--- src/rtl/alu_operand_issue.sv ---
// Operand issue stage: three operand FIFOs feed aligned triples to the ALU for a
// counted batch. Output triples are registered; Start/Done bracket each batch.
`ifndef ALU_CFG_BITS
`define ALU_CFG_BITS 4
`endif

module alu_operand_issue #(
  parameter int                  WORD_BITS = 16,
  parameter int                  CFG_BITS  = `ALU_CFG_BITS,
  parameter int                  DEPTH     = 4,
  parameter logic [CFG_BITS-1:0] EXE_NOP   = '0
) (
  input  logic                 CLK,
  input  logic                 RST,
  input  logic                 En_in,
  input  logic                 Start_in,
  input  logic [CFG_BITS-1:0]  CFG_in,
  input  logic [7:0]           Cnt_in,
  input  logic                 A0_valid_in,
  input  logic [WORD_BITS-1:0] A0_in,
  output logic                 A0_ready_out,
  input  logic                 A1_valid_in,
  input  logic [WORD_BITS-1:0] A1_in,
  output logic                 A1_ready_out,
  input  logic                 A2_valid_in,
  input  logic [WORD_BITS-1:0] A2_in,
  output logic                 A2_ready_out,
  output logic [CFG_BITS-1:0]  CFG_out,
  output logic                 S0_valid_out,
  output logic [WORD_BITS-1:0] S0_out,
  output logic                 S1_valid_out,
  output logic [WORD_BITS-1:0] S1_out,
  output logic                 S2_valid_out,
  output logic [WORD_BITS-1:0] S2_out,
  output logic                 Busy_out,
  output logic                 Done_out
);

  localparam int AW = $clog2(DEPTH);

  typedef enum logic [1:0] {ST_IDLE, ST_RUN, ST_DONE} state_t;

  state_t              state_q;
  logic [7:0]          cnt_q;
  logic [CFG_BITS-1:0] cfg_q;

  logic [2:0]           a_valid;
  logic [WORD_BITS-1:0] a_data [3];
  logic [WORD_BITS-1:0] mem_q  [3][DEPTH];
  logic [AW:0]          wr_ptr_q [3];
  logic [AW:0]          wr_ptr_d [3];
  logic [AW:0]          rd_ptr_q [3];
  logic [AW:0]          rd_ptr_d [3];
  logic [AW:0]          occ      [3];
  logic [WORD_BITS-1:0] head     [3];
  logic [2:0]           ready;
  logic [2:0]           push;
  logic [2:0]           not_empty;
  logic                 issue;

  logic                 s_valid_q;
  logic [WORD_BITS-1:0] s_q [3];
  logic [CFG_BITS-1:0]  cfg_out_q;

  assign a_valid   = {A2_valid_in, A1_valid_in, A0_valid_in};
  assign a_data[0] = A0_in;
  assign a_data[1] = A1_in;
  assign a_data[2] = A2_in;

  // Pointers carry one extra bit so full and empty differ when the low bits match.
  always_comb begin
    for (int k = 0; k < 3; k++) begin
      occ[k]       = wr_ptr_q[k] - rd_ptr_q[k];
      ready[k]     = occ[k] < (AW+1)'(DEPTH);
      push[k]      = a_valid[k] & ready[k];
      not_empty[k] = occ[k] != '0;
      head[k]      = mem_q[k][rd_ptr_q[k][AW-1:0]];
    end
  end

  assign issue = (state_q == ST_RUN) && En_in && (&not_empty);

  always_comb begin
    for (int k = 0; k < 3; k++) begin
      wr_ptr_d[k] = push[k] ? wr_ptr_q[k] + 1'b1 : wr_ptr_q[k];
      rd_ptr_d[k] = issue   ? rd_ptr_q[k] + 1'b1 : rd_ptr_q[k];
    end
  end

  always_ff @(posedge CLK or negedge RST) begin
    if (!RST) begin
      for (int k = 0; k < 3; k++) begin
        wr_ptr_q[k] <= '0;
        rd_ptr_q[k] <= '0;
      end
    end else begin
      for (int k = 0; k < 3; k++) begin
        wr_ptr_q[k] <= wr_ptr_d[k];
        rd_ptr_q[k] <= rd_ptr_d[k];
      end
    end
  end

  always_ff @(posedge CLK) begin
    for (int k = 0; k < 3; k++) begin
      if (push[k]) mem_q[k][wr_ptr_q[k][AW-1:0]] <= a_data[k];
    end
  end

  always_ff @(posedge CLK or negedge RST) begin
    if (!RST) begin
      state_q <= ST_IDLE;
      cnt_q   <= '0;
      cfg_q   <= EXE_NOP;
    end else begin
      case (state_q)
        ST_IDLE: begin
          if (Start_in) begin
            cfg_q   <= CFG_in;
            cnt_q   <= Cnt_in;
            state_q <= (Cnt_in != 8'd0) ? ST_RUN : ST_DONE;
          end
        end
        ST_RUN: begin
          if (issue) begin
            cnt_q <= cnt_q - 8'd1;
            if (cnt_q == 8'd1) state_q <= ST_DONE;
          end
        end
        ST_DONE: state_q <= ST_IDLE;
        default: state_q <= ST_IDLE;
      endcase
    end
  end

  // Data registers hold their last triple between issues; only valid/opcode fall back.
  always_ff @(posedge CLK or negedge RST) begin
    if (!RST) begin
      s_valid_q <= 1'b0;
      cfg_out_q <= EXE_NOP;
      for (int k = 0; k < 3; k++) s_q[k] <= '0;
    end else if (issue) begin
      s_valid_q <= 1'b1;
      cfg_out_q <= cfg_q;
      for (int k = 0; k < 3; k++) s_q[k] <= head[k];
    end else begin
      s_valid_q <= 1'b0;
      cfg_out_q <= EXE_NOP;
    end
  end

  assign A0_ready_out = ready[0];
  assign A1_ready_out = ready[1];
  assign A2_ready_out = ready[2];
  assign CFG_out      = cfg_out_q;
  assign S0_valid_out = s_valid_q;
  assign S1_valid_out = s_valid_q;
  assign S2_valid_out = s_valid_q;
  assign S0_out       = s_q[0];
  assign S1_out       = s_q[1];
  assign S2_out       = s_q[2];
  assign Busy_out     = state_q != ST_IDLE;
  assign Done_out     = state_q == ST_DONE;

endmodule

--- config.mk ---
export PLATFORM = sky130hd
export DESIGN_NAME = alu_operand_issue
export DESIGN_NICKNAME = d
export VERILOG_FILES = /design/src/rtl/alu_operand_issue.sv
export SDC_FILE = /design/constraint.sdc
export NUM_CORES = 1
export LEC_CHECK = 0
export ABC_CLOCK_PERIOD_IN_PS = 5200
export CAP_MARGIN = 20
export CORE_ASPECT_RATIO = 1.5
export CORE_MARGIN = 5
export CORE_UTILIZATION = 25
export CTS_CLUSTER_SIZE = 40
export DETAILED_ROUTE_END_ITERATION = 10
export GPL_TIMING_DRIVEN = 0
export PLACE_DENSITY_LB_ADDON = 0.1
export SLEW_MARGIN = 5
export SYNTH_ARGS = -nofsm -noshare
export SYNTH_HDL_FRONTEND = slang
export SYNTH_SLANG_ARGS = --single-unit
export TNS_END_PERCENT = 30
--- constraint.sdc ---
create_clock -name CLK -period 5.2 [get_ports CLK]
set_input_delay 0.52 -clock CLK [delete_from_list [all_inputs] [get_ports CLK]]
set_output_delay 0.52 -clock CLK [all_outputs]
set_load 0.1 [all_outputs]
==> qor.yml <==
status: "finished clean"
netlist-cell-type-count: 47
fin_ws_ns: 0.737
first_pass_iters: 4
placed_area_um2: 13100
syn_inst: 574
grt_setup_unrepaired: "no"
drt-initial-drc-count: 209
placement.io_buffers: 126
pre_cts_ws_ns: 1.15
fp.dieW_um: 182
final_core_util_pct: 32.1
wirelength_um: 26000
groute.usage.overall_pct: 10.7
antenna_found_initial: 2
dieArea_um2: 48800
hpwl_um: 17300
cts_tree: "built"
fin_skew_ns: 0.0156
ant_nets: 0
areaGrowthSynthToFinish_pct: 26.7
cp.arrival_ns: 3.94
startpoint: "rd_ptr_q[7]"
max-cap-violations: 0
r2r_cells: 8
grt_max_degree: 50
relSlewSlack_pct: 29.4
worstReg2RegStart: "rd_ptr_q[4]"
ys_ff_latch: 277
io_pins: 127
syn-num-nets: 664
cts_buffers: 30
routed_via_density: 4.23
cts_setup_buffers: 0
cts_root_buffer: "clkbuf_16"
num-fill-cells: 4273
vias: 5645
finalHoldViolations: 0
reg2reg_to: "mem_q[0][75]"
coreArea_um2: 43900
cts_resized: 0
gp_congestion: 0.742
synthesis.area_um2: 11100
cp_data_required_time_ns: 4.68
cts_buffer_depth: 3
wl_per_cell_um: 19.4
startpoint_type: "flip-flop"
die_y_um: 268
fin_crit_ns: 4.46
post-route-period-util_pct: 85.8
fin_nets: 825
htreeDepth: 1
antenna_cells: 0
grt_pass1_wl_um: 39700
setup_violations: 0
drv_slew: 0
tightest_slew_ns: 1.06
rows: 94
grt_pass1_vias: 6578
fmax_mhz: 224
critPathKind: "flip-flop to output port"
end_kind: "output port"
drc_errors: 0
ys_seq_area_share_pct: 71.1
drive_gt1_share_pct: 22.0
path_max_fanout: 10
avgSynthCellArea_um2: 19.3
hp-class: "primary input to asynchronous set/reset pin"
cts_sinks: 277
ctsHoldBuffers: 1
r2r_setup_slack_ns: 1.34
clk-insertion-delay-late_ns: 0.55
initial_core_util_pct: 25.3
yosysWarnings: 0
clk_pin_slew_ns: 0.06
overflow: 0
final_area_um2: 14100
## critical path, stage by stage, from the launching register on
cell and delay, ns:
dfrtp_1 0.35, clkbuf_1 0.44, buf_1 0.60, inv_1 0.15, ha_1 0.34, nand2b_1 0.07, a21o_1 0.19, nand2_1 0.10
clkdlybuf4s50_1 1.15
## state kept, by name (all words and copies together) (netlist names)
register and flops:
cnt_q 8, mem_q 192, S0_valid_out 1, cfg_q 4
CFG_out 4, state_q 2, S2_out 16, S1_out 16
S0_out 16, wr_ptr_q 9, rd_ptr_q 9
## layout by cell type (no fill, tap or decap), types with 4 or more instances in the layout
cell	instances
edfxtp_1	192
clkdlybuf4s50_1	125
dfrtp_1	85
mux2_4	49
mux4_2	48
clkbuf_16	31
nand2_1	28
ha_1	22
clkbuf_1	17
inv_1	14
nand3_1	11
and2_1	10
nor2_1	9
and3_1	8
xnor2_1	8
buf_2	8
xor2_1	6
buf_6	6
o21ai_0	5
o221ai_1	5
o211ai_1	5
clkinv_1	5
nand2b_1	4
a22oi_1	4
clkinvlp_4	4
## logic make-up (layout without fill, tap and decap cells)
| group | count (synthesis) | count (layout) | share of synthesized area, % |
|---|---|---|---|
| compound gates | 36 | 36 | 2.52 |
| xor+xnor | 17 | 17 | 1.61 |
| fa+ha+maj | 23 | 23 | 2.66 |
| buf+inv | 41 | 226 | 1.92 |
| flops | 277 | 277 | 71.1 |
| mux | 98 | 98 | 16.5 |
| simple gates | 82 | 82 | 3.74 |
## final cells by class
type,count,area (um2),share of cell area [%]
Sequential cell,277,7890,56.1
Multi-Input combinational cell,256,3000,21.3
Timing Repair Buffer,129,1320,9.35
Clock buffer,43,851,6.05
Tap cell,576,721,5.13
Buffer,27,160,1.14
Clock inverter,13,72.6,0.516
Inverter,14,52.6,0.374
## how the worst max path moves through the flow
stage	to	depth (start not counted)	slack, ns
final	A0_ready_out	8	0.74
after global routing	A0_ready_out	8	0.39
after CTS	A1_ready_out	8	0.52
after detailed placement	A1_ready_out	8	1.15
after global placement	S2_out[10]	1	-0.49
after floorplan	mem_q[0][0]	8	2.42
## per-layer routing
layer  global-route usage [%]  up-vias  part of all wire [%]
li1                         -     2550                     -
met5                        0        -                 0.050
met4                     3.69        2                   2.8
met2                     20.4      161                    54
met3                     2.00       49                   4.8
met1                     11.7     2883                    38
## through the flow
stage | TNS [ns] | std cells | hold WS (ns)
after global placement | -40.79 | 1276 | 0.460
after CTS | 0 | 1334 | 0.442
final | 0 | 1335 | 0.453
after detailed placement | 0 | 1277 | 0.471
after floorplan | 0 | 574 | 0.224
after global routing | 0 | 1335 | 0.473
## Yosys cell counts, drive strengths merged
| master | instances | area (um2) |
|---|---|---|
| o21a | 1 | 7.51 |
| and2 | 10 | 62.6 |
| nor2b | 2 | 12.5 |
| xnor2 | 8 | 70.1 |
| inv | 14 | 52.6 |
| o211a | 1 | 10.0 |
| nor3 | 3 | 15.0 |
| o22ai | 1 | 6.26 |
| nand2b | 4 | 25.0 |
| o21ai | 6 | 33.8 |
| o221ai | 5 | 43.8 |
| a21o | 2 | 15.0 |
| a22oi | 4 | 30.0 |
| clkbuf | 8 | 30.0 |
| edfxtp | 192 | 5770 |
| mux4 | 48 | 1080 |
| xnor3 | 1 | 23.8 |
| fa | 1 | 20.0 |
| o211ai | 6 | 50.1 |
| a21oi | 4 | 31.3 |
| dfrtp | 85 | 2130 |
| nand3 | 12 | 65.1 |
| and3 | 8 | 50.1 |
| nand2 | 28 | 105 |
| or4 | 2 | 15.0 |
| buf | 19 | 130 |
| o311ai | 2 | 17.5 |
| mux2 | 49 | 736 |
| nand4 | 1 | 6.26 |
| xor2 | 8 | 85.1 |
| o2111ai | 1 | 8.76 |
| nor4 | 1 | 6.26 |
| o221a | 1 | 11.3 |
| a21boi | 2 | 15.0 |
| ha | 22 | 275 |
| nor2 | 10 | 45.0 |
| mux2i | 1 | 10.0 |
| nand3b | 1 | 7.51 |
Power is not shown: default switching activity piles up to over one toggle a cycle in this logic, so the estimate is an artifact.
